$ cat src/rtl/uart_tx_ctrl.sv
// UART transmit path: a valid/ready write port fills a small synchronous FIFO which
// a frame serialiser drains onto tx_o, one bit per external baud-rate enable pulse.
module uart_tx_ctrl #(
    parameter int DLY        = 1,
    parameter int DATA_WIDTH = 8,
    parameter int FIFO_DEPTH = 8
) (
    input  logic                  clk_i,
    input  logic                  rst_i,
    input  logic [3:0]            data_bits,
    input  logic [1:0]            parity_mode,
    input  logic [1:0]            stop_bits,
    input  logic                  br_en_i,
    input  logic [DATA_WIDTH-1:0] tx_data_i,
    input  logic                  tx_vld_i,
    output logic                  tx_rdy_o,
    output logic                  tx_fifo_full_o,
    output logic                  tx_fifo_empty_o,
    output logic                  tx_busy_o,
    output logic                  tx_done_o,
    output logic                  tx_o
);
    localparam int AW = $clog2(FIFO_DEPTH);
    localparam int CW = $clog2(DATA_WIDTH + 1);

    // Register updates are zero-delay; DLY stays so existing instantiations still elaborate.
    localparam int unused_dly = DLY;

    typedef enum logic [2:0] {
        IDLE,
        START,
        DATA,
        PARITY,
        STOP
    } state_t;

    logic [DATA_WIDTH-1:0] mem [FIFO_DEPTH];
    logic [AW-1:0]         wr_ptr;
    logic [AW-1:0]         rd_ptr;
    logic [AW:0]           count;
    logic                  push;
    logic                  pop;
    logic [DATA_WIDTH-1:0] fifo_head;

    logic [31:0]           db_ext;
    logic [CW-1:0]         cfg_nbits;
    logic [DATA_WIDTH-1:0] cfg_mask;
    logic                  cfg_par_en;
    logic                  cfg_par_bit;
    logic                  cfg_two_stop;

    state_t                state_q,    state_d;
    logic [DATA_WIDTH-1:0] shift_q,    shift_d;
    logic [CW-1:0]         bit_cnt_q,  bit_cnt_d;
    logic [CW-1:0]         nbits_q,    nbits_d;
    logic                  par_en_q,   par_en_d;
    logic                  par_bit_q,  par_bit_d;
    logic                  two_stop_q, two_stop_d;
    logic                  stop_cnt_q, stop_cnt_d;
    logic                  tx_q,       tx_d;
    logic                  busy_q;
    logic                  done_c;

    assign tx_fifo_full_o  = (count == (AW + 1)'(FIFO_DEPTH));
    assign tx_fifo_empty_o = (count == '0);
    assign tx_rdy_o        = ~tx_fifo_full_o;
    assign push            = tx_vld_i & tx_rdy_o;
    assign fifo_head       = mem[rd_ptr];

    always_ff @(posedge clk_i) begin
        if (push) begin
            mem[wr_ptr] <= tx_data_i;
        end
    end

    always_ff @(posedge clk_i) begin
        if (rst_i) begin
            wr_ptr <= '0;
            rd_ptr <= '0;
            count  <= '0;
        end else begin
            if (push) begin
                wr_ptr <= wr_ptr + 1'b1;
            end
            if (pop) begin
                rd_ptr <= rd_ptr + 1'b1;
            end
            case ({push, pop})
                2'b10:   count <= count + 1'b1;
                2'b01:   count <= count - 1'b1;
                default: count <= count;
            endcase
        end
    end

    // Frame format as it would apply to a frame starting now; latched only at pop time.
    assign db_ext = {28'd0, data_bits};

    always_comb begin
        if (db_ext >= 32'd5 && db_ext <= 32'(DATA_WIDTH)) begin
            cfg_nbits = db_ext[CW-1:0];
        end else begin
            cfg_nbits = CW'(DATA_WIDTH);
        end
    end

    assign cfg_mask     = ~({DATA_WIDTH{1'b1}} << cfg_nbits);
    assign cfg_par_en   = (parity_mode == 2'b01) || (parity_mode == 2'b10);
    assign cfg_par_bit  = (^(fifo_head & cfg_mask)) ^ (parity_mode == 2'b01);
    assign cfg_two_stop = (stop_bits != 2'b00);

    always_comb begin
        state_d    = state_q;
        shift_d    = shift_q;
        bit_cnt_d  = bit_cnt_q;
        nbits_d    = nbits_q;
        par_en_d   = par_en_q;
        par_bit_d  = par_bit_q;
        two_stop_d = two_stop_q;
        stop_cnt_d = stop_cnt_q;
        tx_d       = tx_q;
        pop        = 1'b0;
        done_c     = 1'b0;

        if (br_en_i) begin
            case (state_q)
                IDLE: begin
                    pop = ~tx_fifo_empty_o;
                end
                START: begin
                    state_d   = DATA;
                    tx_d      = shift_q[0];
                    shift_d   = shift_q >> 1;
                    bit_cnt_d = '0;
                end
                DATA: begin
                    if (bit_cnt_q == nbits_q - 1'b1) begin
                        stop_cnt_d = 1'b0;
                        if (par_en_q) begin
                            state_d = PARITY;
                            tx_d    = par_bit_q;
                        end else begin
                            state_d = STOP;
                            tx_d    = 1'b1;
                        end
                    end else begin
                        tx_d      = shift_q[0];
                        shift_d   = shift_q >> 1;
                        bit_cnt_d = bit_cnt_q + 1'b1;
                    end
                end
                PARITY: begin
                    state_d    = STOP;
                    tx_d       = 1'b1;
                    stop_cnt_d = 1'b0;
                end
                STOP: begin
                    // Final stop period: the next frame, if queued, follows with no idle gap.
                    if (stop_cnt_q == two_stop_q) begin
                        done_c = 1'b1;
                        if (!tx_fifo_empty_o) begin
                            pop = 1'b1;
                        end else begin
                            state_d = IDLE;
                            tx_d    = 1'b1;
                        end
                    end else begin
                        stop_cnt_d = 1'b1;
                    end
                end
                default: begin
                    state_d = IDLE;
                    tx_d    = 1'b1;
                end
            endcase
        end

        if (pop) begin
            state_d    = START;
            tx_d       = 1'b0;
            shift_d    = fifo_head;
            nbits_d    = cfg_nbits;
            par_en_d   = cfg_par_en;
            par_bit_d  = cfg_par_bit;
            two_stop_d = cfg_two_stop;
        end
    end

    always_ff @(posedge clk_i) begin
        if (rst_i) begin
            state_q    <= IDLE;
            shift_q    <= '0;
            bit_cnt_q  <= '0;
            nbits_q    <= CW'(DATA_WIDTH);
            par_en_q   <= 1'b0;
            par_bit_q  <= 1'b0;
            two_stop_q <= 1'b0;
            stop_cnt_q <= 1'b0;
            tx_q       <= 1'b1;
            busy_q     <= 1'b0;
        end else begin
            state_q    <= state_d;
            shift_q    <= shift_d;
            bit_cnt_q  <= bit_cnt_d;
            nbits_q    <= nbits_d;
            par_en_q   <= par_en_d;
            par_bit_q  <= par_bit_d;
            two_stop_q <= two_stop_d;
            stop_cnt_q <= stop_cnt_d;
            tx_q       <= tx_d;
            busy_q     <= (state_d != IDLE);
        end
    end

    assign tx_o      = tx_q;
    assign tx_busy_o = busy_q;
    assign tx_done_o = done_c & ~rst_i;

endmodule
$ cat config.mk
export PLATFORM = sky130hd
export DESIGN_NAME = uart_tx_ctrl
export DESIGN_NICKNAME = d
export VERILOG_FILES = /design/src/rtl/uart_tx_ctrl.sv
export SDC_FILE = /design/constraint.sdc
export NUM_CORES = 1
export LEC_CHECK = 0
export CAP_MARGIN = 20
export CORE_MARGIN = 8
export CORE_UTILIZATION = 63
export DETAILED_ROUTE_END_ITERATION = 10
export GPL_ROUTABILITY_DRIVEN = 0
export PLACE_DENSITY = 0.84
export SKIP_CTS_REPAIR_TIMING = 1
export SKIP_LAST_GASP = 1
export SLEW_MARGIN = 10
export SYNTH_ARGS = -nofsm -noshare
export SYNTH_HDL_FRONTEND = slang
export SYNTH_SLANG_ARGS = --single-unit
$ cat constraint.sdc
create_clock -name clk_i -period 5.1 [get_ports clk_i]
set_input_delay 1.02 -clock clk_i [delete_from_list [all_inputs] [get_ports clk_i]]
set_output_delay 1.02 -clock clk_i [all_outputs]
set_load 0.005 [all_outputs]
# Yosys cells after proc, flatten, opt, wreduce, memory -nomap -nowiden
# Memory sizes are Yosys's and may differ from the RTL's. A register that Yosys moved wholly into a read port is not among the register bits.
# Cells that the tools add are included.
# word_totals
regBits	35
ram_bits	64
in_bits	20
elab_cells	101
n_memories	1
# mem_list
name	words	word_bits	read_ports	rd_ports_with_merged_regs	wr	line	text
mem	8	8	1	1	1	37	logic [DATA_WIDTH-1:0] mem [FIFO_DEPTH];
# op_classes
add_sub_neg	6
magnitude_cmp	2
n_eq_ne	18
shifts	1
mux	36
n_bitwise	8
reduce_logical	16
# op_table
cell	count
3-bit two-way mux	8
8-bit two-way mux	3
1-bit two-way mux	16
4-bit case mux with 2 select lines	2
8-bit case mux with 2 select lines	1
3-bit case mux with 5 select lines	1
3-bit inequality test, second input constant	3
3-bit nonzero test	3
4-bit by 1-bit adder with 4-bit output, second input constant	2
8-bit AND	1
4-bit two-way mux	2
2-bit inequality test, second input constant	4
8-bit NOT	1
4-bit AND reduction	2
2-bit nonzero test	4
8-bit XOR reduction	1
8-bit by 4-bit << shifter with 8-bit output, first input constant	1
4-bit by 1-bit subtractor with 4-bit output, second input constant	2
3-bit by 1-bit adder with 3-bit output, second input constant	2
3-bit by 2-bit equality test with 1-bit output, second input constant	2
3-bit AND reduction	2
2-bit by 1-bit equality test with 1-bit output, second input constant	2
2-bit equality test, second input constant	2
4-bit equality test	1
other kinds (16)	19

# Longest topological paths before layout
# Gate-level depths: netlist of run 1.
# logic_depth
ltp_word	8
mapped_depth	12

# Least setup slack after synthesis of run 1
# No wires, ideal clock.
# synth_timing
path_type	input -> register
from	input port br_en_i
to	register count[3]
setup_ps	71
t_arrival_ps	3231
required_time_ps	5029
setup_slack_ps	1798
stages	12
path_buffers	1
path_cell_list	inv_2 -> nor3_1 -> nand3_1 -> inv_2 -> buf_2 -> ha_1 -> ha_1 -> a21o_1 -> a21oi_1 -> xnor2_1 -> or3_1 -> a21oi_1
# synth_via
elab_chain_cells	3
word_cells_on_any_way	5
classes_between	eq/ne: 2; mux: 2; reduce/logical: 1
# synth_lines
item	line	text
from (decl)	13	input logic br_en_i,
1-bit two-way mux *	125	if (br_en_i) begin
2-bit by 1-bit equality test with 1-bit output / 2-bit equality test (equally long branches)	88	case ({push, pop})
4-bit case mux with 2 select lines / 2-bit nonzero test (equally long branches)	-	
to (signal assigned)	89	2'b10: count <= count + 1'b1;
to (signal assigned)	90	2'b01: count <= count - 1'b1;
to (signal assigned)	91	default: count <= count;
to (decl)	40	logic [AW:0] count;
# Every way passes the cells marked *; elsewhere a longest branch is shown, timed or not.
# A chain may end at the register's enable or synchronous reset.

# Worst setup path after layout of run 1
# layout_timing
from	input port br_en_i
to	output port tx_done_o
# layout_via
elab_chain_cells	2
# layout_lines
item	line	text
1-bit two-way mux	125	
1-bit AND	217	assign tx_done_o = done_c & ~rst_i;
to (decl)	20	output logic tx_done_o,
# Every way passes these cells.

==> results of run 1 <==
==> cells by family after synthesis <==
kind of cell             count (synthesis)  synth area share
AO/OA/AOI/OAI                           57            0.0823
XOR/XNOR                                19            0.0451
adder cells (fa/ha/maj)                  9            0.0269
buffers and inverters                   27            0.0297
flip-flops                             102             0.600
multiplexers                            35             0.114
AND/OR/NAND/NOR                         97             0.102
==> where the power goes <==
| part | leakage (nW) | total [mW] | internal [mW] | switching [mW] |
|---|---|---|---|---|
| clock network | 0.102 | 0.488 | 0.194 | 0.294 |
| logic | 0.758 | 0.722 | 0.363 | 0.360 |
| registers | 0.891 | 1.08 | 0.977 | 0.0989 |
| total | 1.75 | 2.29 | 1.53 | 0.752 |
==> worst max-delay path: cells and delay by family <==
family | cells | cell delay [ps]
buffers and inverters | 3 | 1200
and+or+nand+nor | 3 | 570
==> cell type report <==
type                            count  area [um^2]  area share
Sequential cell                   102         2680       0.537
Tap cell                           96          120      0.0240
Multi-Input combinational cell    217         1660       0.332
Inverter                           13         48.8     0.00976
Clock buffer                        9          124      0.0248
Clock inverter                      7         67.6      0.0135
Timing Repair Buffer               30          295      0.0591
==> per-stage QoR <==
| step | std cells | util | hold WS [ps] | cell area, um^2 | worst slack (ps) |
|---|---|---|---|---|---|
| 2_1_floorplan | 346 | - | 432 | 4470 | 1800 |
| 5_1_grt | 474 | 0.732 | 506 | 5000 | 1060 |
| 3_5_place_dp | 457 | 0.701 | 447 | 4790 | 1150 |
| 4_1_cts | 473 | 0.729 | 480 | 4980 | 1290 |
| 6_report | 474 | 0.732 | 480 | 5000 | 1290 |
| 3_3_place_gp | 457 | 0.701 | 442 | 4790 | 1300 |
==> worst paths after layout <==
path,end,cells past startpoint,startpoint
max reg2reg,par_bit_q,7,flop
max,tx_done_o,6,br_en_i
min reg2reg,nbits_q[1],2,nbits_q[1]
min,nbits_q[1],2,nbits_q[1]
==> cell usage after synthesis (2+ instances only) <==
cell,count
inv_1,11
clkbuf_1,4
a21o_1,7
nand3_1,8
xnor2_1,8
o21ai_0,5
o21ai_1,3
a21oi_1,20
nand3b_1,4
nor3_1,9
a21boi_1,2
mux2i_2,2
buf_2,4
mux2i_1,20
o21bai_1,2
dfxtp_1,38
nor2b_1,6
mux4_2,12
a22oi_1,3
buf_1,2
inv_2,2
xor2_1,8
edfxtp_1,64
buf_6,3
nor3b_1,2
a31oi_1,3
nor2_1,35
a2bb2oi_1,2
nand4_1,2
nand2_1,21
a211oi_1,3
a41oi_1,2
ha_1,8
xnor3_1,2
nand2b_1,5
==> flip-flops by register name, indices dropped and copies added, names as in the netlist, named ones only <==
register	flops
count	4
two_stop_q	1
bit_cnt_q	4
par_bit_q	1
wr_ptr	3
shift_q	8
nbits_q	4
state_q	3
tx_busy_o	1
tx_o	1
par_en_q	1
stop_cnt_q	1
mem	64
rd_ptr	3
==> routing by layer <==
| metal | global-route usage | vias to the layer above |
|---|---|---|
| met5 | 0 | - |
| met4 | 0.0535 | 0 |
| met3 | 0.0450 | 10 |
| met2 | 0.289 | 73 |
| met1 | 0.210 | 1299 |
| li1 | - | 1330 |
==> flow_metrics.py, run 1 <==
metrics = {
    "timing": {
        "rsz0062_at_grt": "false",
        "fin_crit_sh": 0.747,
        "min_period_ps": 3810,
        "drv_slew": 0,
        "slew_headroom": 0.348,
        "fmax_ghz": 0.262,
        "hold_viol": 0,
        "setup_viol_count_final": 0,
        "skew_ps": 12.6,
        "tightest_slew_ps": 977,
        "setup_tns_ps": 0,
    },
    "synthesis": {
        "synth_edf_count": 64,
        "yosysTopAreaCell": "edfxtp_1",
        "synth_area_mm2": 0.00447,
        "synth_top_area_frac": 0.430,
        "seq_area_frac_synth": 0.600,
        "syn_area_per_cell_um2": 12.9,
        "syn-num-nets": 375,
        "synthTopCellsByArea": "edfxtp_1 (43%), dfxtp_1 (17%), mux4_2 (6.0%)",
        "synth_cell_types": 49,
        "synth.ff_latch_count": 102,
        "synth_top_flop_cell": "edfxtp_1",
        "yosysWarningCount": 0,
        "synthArstFlopShare": 0,
        "syn_inst": 346,
    },
    "power": {
        "powerDensity_mw_per_mm2": 457,
        "ir_drop_uv": 342,
        "totalPowerFinal_mw": 2.29,
        "cellLeakagePower_nw": 1.75,
    },
    "final_layout": {
        "n_fill_cell": 460,
        "area_growth_pct": 11.8,
        "layout_commonest_cell": "edfxtp_1",
        "drive_above_1_share": 0.111,
        "nNetsFinal": 402,
        "n_antenna_cell": 0,
        "layout_common_cells": "edfxtp_1 (64), dfxtp_1 (38), nor2_1 (35), clkdlybuf4s50_1 (25), nand2_1 (21)",
    },
    "global_routing": {
        "grt_usage": 0.172,
        "grt_pass1_vias": 2630,
        "grt_pass1_wl_um": 13300,
        "grt-ovfl-total": 0,
        "grt_max_degree": 38,
        "antenna_found_initial": 0,
    },
    "clock_network": {
        "clk_pin_slew_ps": 100,
        "h-tree-depth": 3,
        "clk_latency_ps": 370,
        "clockBufferDepth": 2,
        "cts_buffers": 9,
        "clock-sinks": 102,
        "root_buffer": "clkbuf_8",
        "cts_tree": "yes",
    },
    "routing": {
        "wl_um": 8070,
        "via_count": 2712,
        "drc": 0,
        "initialDrtViolationCount": 161,
        "ant_nets": 0,
        "met1_length_um": 3500,
        "dr.pass1.iters": 4,
        "route.met2.wl_um": 4020,
        "wl_per_cell_um": 17.0,
        "top_layer": "met4",
        "viasPerCell": 5.72,
        "routed-wl-met3_um": 432,
    },
    "worst_hold_path": {
        "hold_class": "reg -> reg",
    },
    "placement": {
        "hpwl_um": 5480,
        "io_buffer_count": 25,
    },
    "worst_setup_path": {
        "crit_chain": "clkdlybuf4s50_1, inv_2, nor3_1, nand2_1, nor3_1, clkdlybuf4s50_1",
        "critPathKind": "in -> out",
        "slowest_stage": "clkdlybuf4s50_1",
        "rrSetupSlack_ps": 2270,
        "crit_required_ps": 4080,
        "crit_arrival_ps": 2790,
        "worst_setup_path_end_kind": "output pin",
        "critPathLaunchType": "input port",
        "worst_path_largest_cell_delay_ps": 560,
        "path_max_fanout": 7,
    },
    "floorplanning": {
        "die_w_um": 100,
        "dieHeight_um": 100,
        "rows": 30,
        "ioPinCount": 26,
        "die_area_mm2": 0.0100,
        "coreArea_mm2": 0.00683,
        "start_util": 0.654,
    },
    "status": {
        "status": "complete, no violations",
    },
    "flow_run": {
        "maxCapViolCount": 0,
    },
}
No activity file was read; power rests on OpenSTA's default activity.
==> inputs of run 2 (changes only) <==
--- a/config.mk
+++ b/config.mk
@@ -7,10 +7,10 @@
 export LEC_CHECK = 0
 export CAP_MARGIN = 20
 export CORE_MARGIN = 8
-export CORE_UTILIZATION = 63
+export CORE_UTILIZATION = 59
 export DETAILED_ROUTE_END_ITERATION = 10
 export GPL_ROUTABILITY_DRIVEN = 0
-export PLACE_DENSITY = 0.84
+export PLACE_DENSITY = 0.79
 export SKIP_CTS_REPAIR_TIMING = 1
 export SKIP_LAST_GASP = 1
 export SLEW_MARGIN = 10
==> constraint.sdc (replaced) <==
create_clock -name clk_i -period 3.7 [get_ports clk_i]
set_input_delay 0.74 -clock clk_i [delete_from_list [all_inputs] [get_ports clk_i]]
set_output_delay 0.74 -clock clk_i [all_outputs]
set_load 0.005 [all_outputs]
==> run 2 against run 1 <==
Non-clock buffer count up 9. Die area up 5.7%. Hold slack lost 13 ps. Clock power grew 36%. Flip-flop and latch count stayed put. Register-to-register slack worse by 1200 ps. Via count grew 3.4%. Critical path depth unchanged. Setup slack lost 810 ps. Core utilization shrank 3.8 points. Cell count grew 2.5%. First-iteration DRC count fell by 9.3%. Largest cell class unchanged. Largest power group unchanged.
==> flow_metrics.py, run 2 (same netlist as run 1, synthesis figures left out) <==
metrics = {
    "status": {
        "status": "complete, no violations",
    },
    "final_layout": {
        "n_antenna_cell": 0,
        "layoutNonFillerInstCount": 486,
        "largest_register": "mem",
        "drive_above_1_share": 0.127,
        "area_growth_pct": 13.1,
        "largestRegisters": "mem: 64 flops, shift_q: 8 flops",
        "nNetsFinal": 411,
        "layout_common_cells": "edfxtp_1 (64), dfxtp_1 (38), nor2_1 (35), clkdlybuf4s50_1 (25), nand2_1 (21)",
        "layout_commonest_cell": "edfxtp_1",
        "largest_register_ffs": 64,
    },
    "floorplanning": {
        "die_area_mm2": 0.0106,
        "start_util": 0.613,
        "die_w_um": 103,
        "coreArea_mm2": 0.00729,
        "ioPinCount": 26,
        "rows": 31,
        "dieHeight_um": 103,
    },
    "worst_setup_path": {
        "path_max_fanout": 7,
        "crit_arrival_ps": 2480,
        "critPathKind": "in -> out",
        "crit_required_ps": 2960,
        "critPathLaunchType": "input port",
        "worst_setup_path_end_kind": "output pin",
    },
    "global_routing": {
        "antenna_found_initial": 0,
        "grt_max_degree": 37,
        "grt_pass1_wl_um": 13300,
        "grt_pass1_vias": 2722,
        "grt_usage": 0.167,
        "grt-ovfl-total": 0,
    },
    "routing": {
        "wl_um": 8180,
        "dr.pass1.iters": 4,
        "ant_nets": 0,
        "wl_per_cell_um": 16.8,
        "initialDrtViolationCount": 146,
        "viasPerCell": 5.77,
        "drc": 0,
        "via_count": 2803,
    },
    "clock_network": {
        "cts_buffers": 9,
        "clockBufferDepth": 2,
        "root_buffer": "clkbuf_8",
        "cts_tree": "yes",
        "clock-sinks": 102,
        "clk_pin_slew_ps": 90,
        "clk_latency_ps": 370,
        "h-tree-depth": 3,
    },
    "timing": {
        "fin_crit_sh": 0.870,
        "tightest_slew_ps": 902,
        "skew_ps": 11.4,
        "fmax_ghz": 0.311,
        "hold_viol": 0,
        "rsz0062_at_grt": "false",
        "slew_headroom": 0.396,
        "setup_tns_ps": 0,
        "min_period_ps": 3220,
        "setup_viol_count_final": 0,
        "drv_slew": 0,
    },
    "flow_run": {
        "maxCapViolCount": 0,
    },
    "power": {
        "cellLeakagePower_nw": 1.79,
        "powerDensity_mw_per_mm2": 622,
        "ir_drop_uv": 359,
    },
    "placement": {
        "place_inst": 470,
        "hpwl_um": 5630,
        "io_buffer_count": 25,
    },
    "worst_hold_path": {
        "hold_class": "reg -> reg",
    },
}
-- run 2: cell types whose count changed in the layout (fill, tap and decap cells not counted), sizes merged --
cell / change
buf: +9
clkinv: +2
inv: -2
-- run 2: area by class of cell --
class | instances | area (um^2)
Inverter | 13 | 48.8
Tap cell | 99 | 124
Fill cell | 551 | 2240
Clock inverter | 7 | 65.1
Clock buffer | 9 | 124
Timing Repair Buffer | 39 | 355
Multi-Input combinational cell | 217 | 1650
Sequential cell | 102 | 2680
-- run 2: final timing paths --
check | end | start | cells after the start | slack (ps)
worst max-delay path | tx_done_o | br_en_i | 6 | 480
worst min-delay path | par_bit_q | par_bit_q | 2 | 470
worst max register to register | par_bit_q | flop | 8 | 1060
worst min register to register | par_bit_q | par_bit_q | 2 | 470
-- run 2: stage by stage --
step	hold slack, ps	instance area (um^2)	worst slack [ps]	util	power, mW
after floorplan	432	4470	678	-	2.24
after global placement	445	4860	444	0.667	2.48
after detailed placement	461	4860	336	0.667	2.51
after CTS	475	5050	491	0.693	3.17
after global routing	494	5050	370	0.693	3.32
final	467	5050	481	0.693	3.14
-- run 2: critical path, stage by stage --
cell	delay (ps)
clkdlybuf4s50_1	550
inv_2	100
nor3_1	330
nand2_1	90
nor3_1	140
clkdlybuf4s50_1	520
-- run 2: routing by layer --
| layer | vias up | share of wire | track usage |
|---|---|---|---|
| li1 | 1341 | - | - |
| met5 | - | 0 | 0 |
| met1 | 1381 | 0.42 | 0.204 |
| met2 | 74 | 0.51 | 0.279 |
| met4 | 0 | 0.0089 | 0.0623 |
| met3 | 7 | 0.065 | 0.0425 |
-- run 2: power by group --
| group | total, mW | switching (mW) | leakage, nW | internal, mW |
|---|---|---|---|---|
| clock | 0.662 | 0.401 | 0.0982 | 0.261 |
| combinational | 1.04 | 0.526 | 0.801 | 0.514 |
| sequential | 1.44 | 0.0946 | 0.891 | 1.35 |
| total | 3.14 | 1.02 | 1.79 | 2.12 |
==> inputs of run 3 (changes only) <==
--- a/config.mk
+++ b/config.mk
@@ -12,7 +12,6 @@
 export GPL_ROUTABILITY_DRIVEN = 0
 export PLACE_DENSITY = 0.79
 export SKIP_CTS_REPAIR_TIMING = 1
-export SKIP_LAST_GASP = 1
 export SLEW_MARGIN = 10
 export SYNTH_ARGS = -nofsm -noshare
 export SYNTH_HDL_FRONTEND = slang
==> results of run 3 <==
Same layout as run 2: the final DEF is identical, and so are final timing and power.
==> edit 1: new RTL, flow settings as in run 2 <==
Take the reset off `shift_q` and load it in a clocked block of its own.
--- a/src/rtl/uart_tx_ctrl.sv
+++ b/src/rtl/uart_tx_ctrl.sv
@@ -189,7 +189,6 @@
     always_ff @(posedge clk_i) begin
         if (rst_i) begin
             state_q    <= IDLE;
-            shift_q    <= '0;
             bit_cnt_q  <= '0;
             nbits_q    <= CW'(DATA_WIDTH);
             par_en_q   <= 1'b0;
@@ -200,7 +199,6 @@
             busy_q     <= 1'b0;
         end else begin
             state_q    <= state_d;
-            shift_q    <= shift_d;
             bit_cnt_q  <= bit_cnt_d;
             nbits_q    <= nbits_d;
             par_en_q   <= par_en_d;
@@ -212,6 +210,10 @@
         end
     end
 
+    always_ff @(posedge clk_i) begin
+        shift_q <= shift_d;
+    end
+
     assign tx_o      = tx_q;
     assign tx_busy_o = busy_q;
     assign tx_done_o = done_c & ~rst_i;
Check against the original RTL: no difference found for any inputs over 10 cycles, from zero or initial values and one cycle with rst_i high; that may be too few to reach the edited logic, so the function may still have changed.
==> edit 1 against run 2 <==
  * Wire length is 1.2% lower
  * Clock power is 2% lower
  * Sequential share of layout area is 1.9 points higher
  * Worst setup slack better by 0.37 ns
  * Total power is 4.4% lower
  * Sequential cell count stayed put
  * Combinational power is 16% lower
  * Final area is 0.59% lower
  * Largest power group unchanged
  * Register-to-register slack worse by 0.06 ns
  * Synthesized area is 0.11% lower
  * Worst hold slack better by 0.0021 ns
  * Final cell count is 0.62% lower
==> edit 1: results <==
{
  "wl_per_cell_um": 16.7,
  "cp.arrival_ns": 3.14,
  "grt_max_degree": 29,
  "dp_slack_ns": 0.491,
  "fin_skew_ns": 0.0152,
  "ff2ff_path_depth": 7,
  "synth_edf_count": 72,
  "met2_length_um": 4160,
  "p_leak_uw": 0.00173,
  "viasPerCell": 5.65,
  "synth_nets": 376,
  "drive_above_1_share_pct": 11.2,
  "dp_hpwl_um": 5620,
  "synthDistinctLibCells": 46,
  "placed_cell_area_um2": 4840,
  "grt_pass1_wl_um": 13500,
  "synthTopCellsByCount": "edfxtp_1, nand2_1, dfxtp_1, nor2_1, a21oi_1",
  "synth_area_leaders": "edfxtp_1, dfxtp_1, mux4_2, mux2i_1, nand2_1",
  "cp_max_fo": 15,
  "slew_headroom_pct": 37.6,
  "drt_first_pass_iters": 5,
  "wl_met3_um": 306,
  "met1_length_um": 3540,
  "layout.nets": 408,
  "outcome": "completed"
}
[edit 1: area by class of cell]
cell class	count	area (um^2)	share of cell area, %
clock buffer	9	124	2.47
sequential	102	2760	55.0
tap	99	124	2.47
timing repair buffer	36	333	6.63
clock inverter	7	56.3	1.12
multi-input combinational	216	1570	31.3
inverter	14	52.6	1.05
[edit 1: cell families (layout without fill, tap and decap cells)]
family | Yosys count | in the layout | share of synthesized area [%]
and+or+nand+nor | 110 | 110 | 12.0
DFF | 102 | 102 | 61.9
AOI/OAI and AO/OA | 53 | 53 | 6.64
buffers and inverters | 29 | 66 | 2.91
muxes | 26 | 26 | 9.25
xor gates and xnor gates | 18 | 18 | 4.65
adders and majority gates | 9 | 9 | 2.69
[edit 1: path summary, 6_finish.rpt]
kind / slack [ns] / from / to
worst min register to register: 0.47 / par_bit_q / par_bit_q
worst max-delay path: 0.85 / br_en_i / count[3]
worst max register to register: 1.00 / register / par_bit_q
worst min-delay path: 0.47 / par_bit_q / par_bit_q
[edit 1: worst max-delay path, stage by stage]
cell             delay (ns)
clkdlybuf4s50_1        0.45
buf_4                  0.16
nand4_1                0.13
inv_2                  0.25
ha_1                   0.25
ha_1                   0.25
a21o_1                 0.18
a21oi_1                0.17
xnor2_1                0.09
or3_1                  0.30
a21oi_1                0.15
[edit 1: power by group through the flow]
stage                     clock network (uW)  logic (uW)  registers (uW)
after floorplan                            0         698            1450
after global placement                     0         860            1490
after detailed placement                   0         883            1500
final                                    652         877            1480
after global routing                     712         967            1500
after CTS                                665         885            1480
[edit 1: metal layers]
layer,vias up,track usage (%)
met2,49,29.0
met4,0,4.67
li1,1336,-
met5,-,0
met3,7,4.93
met1,1339,20.4
[edit 1: stage by stage]
step / hold slack, ns / std cells
after global placement: 0.443 / 467
after detailed placement: 0.453 / 467
after global routing: 0.503 / 483
final: 0.469 / 483
after CTS: 0.464 / 483
after floorplan: 0.427 / 347
==> edit 2: new RTL, config.mk and constraints of run 2 <==
Made on the original files. The parameter `FIFO_DEPTH` goes from 8 to 16.
--- a/src/rtl/uart_tx_ctrl.sv
+++ b/src/rtl/uart_tx_ctrl.sv
@@ -3,7 +3,7 @@
 module uart_tx_ctrl #(
     parameter int DLY        = 1,
     parameter int DATA_WIDTH = 8,
-    parameter int FIFO_DEPTH = 8
+    parameter int FIFO_DEPTH = 16
 ) (
     input  logic                  clk_i,
     input  logic                  rst_i,
Behaviour: not the same (Yosys sat finds a counterexample within 10 cycles, from zero or initial values and one cycle with rst_i high).
==> edit 2 against run 2 <==
  * Synthesized area rose by 61%
  * Highest routed layer unchanged
  * Final area is 64% higher
  * Clock skew shrank 0.0017 ns
  * First-iteration DRC count rose to 2.5 times the old value
  * Via count is 48% higher
  * Synthesized cell count increased by 43%
  * Combinational power increased by 18%
  * Sequential cell count is 68 higher
  * Wire length up 72%
  * Sequential share of layout area grew 3.4 points
  * Worst hold slack better by 0.0095 ns
  * Total power grew 69%
  * Worst setup slack better by 0.15 ns
==> edit 2: results <==
{
  "outcome": "completed",
  "viasPerCell": 5.96,
  "grt_pass1_vias": 4245,
  "fill_cells": 765,
  "peakVddDrop_v": 0.000586,
  "wl_per_cell_um": 20.3,
  "vias": 4147,
  "placed_cell_area_um2": 7690,
  "ys_seq_area_share_pct": 65.1,
  "top_regs": "mem x128, shift_q x8, count x5",
  "p_leak_uw": 0.00282,
  "numCtsBuffers": 17,
  "avgSynthCellArea_um2": 14.6,
  "cp.arrival_ns": 2.33,
  "grt_max_degree": 40,
  "synth_edf_count": 128,
  "dp_slack_ns": 0.391,
  "drive_above_1_share_pct": 17.9,
  "synthDistinctLibCells": 53,
  "dp_hpwl_um": 9090,
  "fin_skew_ns": 0.00962,
  "synthTopCellsByCount": "edfxtp_1, nor2_1, dfxtp_1, nand2_1, mux4_2",
  "synth_area_leaders": "edfxtp_1, dfxtp_1, mux4_2, nor2_1, ha_1",
  "ff2ff_path_depth": 13,
  "dp_cells": 664,
  "cts_root_buffer": "clkbuf_16",
  "clkTransAtPathRegs_ns": 0.06,
  "slew_headroom_pct": 40.1,
  "cp_max_fo": 10,
  "layout.nets": 569,
  "htreeDepth": 4,
  "drt_iter0_drc": 365
}
-- edit 2: cell count changes after synthesis, sizes merged, moves of 5 or more --
cell,change
a211oi,+5
a21o,-5
a22oi,+6
a311oi,+5
clkbuf,+10
edfxtp,+64
mux2i,-16
mux4,+21
nand2,+17
nor2,+19
xor2,+5
-- edit 2: cell type report --
cell class,instances,area [um^2],area share [%]
Tap cell,147,184,2.22
Timing Repair Buffer,47,428,5.15
Inverter,18,67.6,0.814
Clock buffer,17,425,5.12
Sequential cell,170,4690,56.4
Clock inverter,15,185,2.23
Multi-Input combinational cell,282,2330,28.0
-- edit 2: path summary, 6_finish.rpt --
check | slack [ns] | end | startpoint
worst min register to register | 0.48 | nbits_q[1] | nbits_q[1]
worst max register to register | 0.76 | count[4] | count[0]
worst min-delay path | 0.48 | nbits_q[1] | nbits_q[1]
worst max-delay path | 0.63 | tx_done_o | br_en_i
-- edit 2: worst min-delay path, stage by stage, from the launching register on --
cell,delay [ns]
dfxtp_1,0.32
nand2_1,0.06
a21oi_1,0.05
-- edit 2: metal layers --
layer,track usage (%),up-vias,wire length [um]
met2,31.8,99,7370
li1,-,1932,-
met4,7.93,0,225
met5,0,-,0
met3,5.19,17,690
met1,22.2,2099,5810
-- edit 2: where the power goes --
part | leakage, uW | total [uW] | internal (uW) | switching [uW]
logic | 0.00103 | 1230 | 603 | 627
clock network | 0.000288 | 1800 | 1020 | 778
registers | 0.00150 | 2290 | 2190 | 98.1
-- edit 2: cells by family after synthesis --
group,after synthesis,synth area share [%]
simple gates,141,9.02
mux,40,11.6
flops,170,65.1
xor+xnor,26,3.46
compound gates,61,5.74
fa+ha+maj,14,2.50
buf+inv,42,2.61
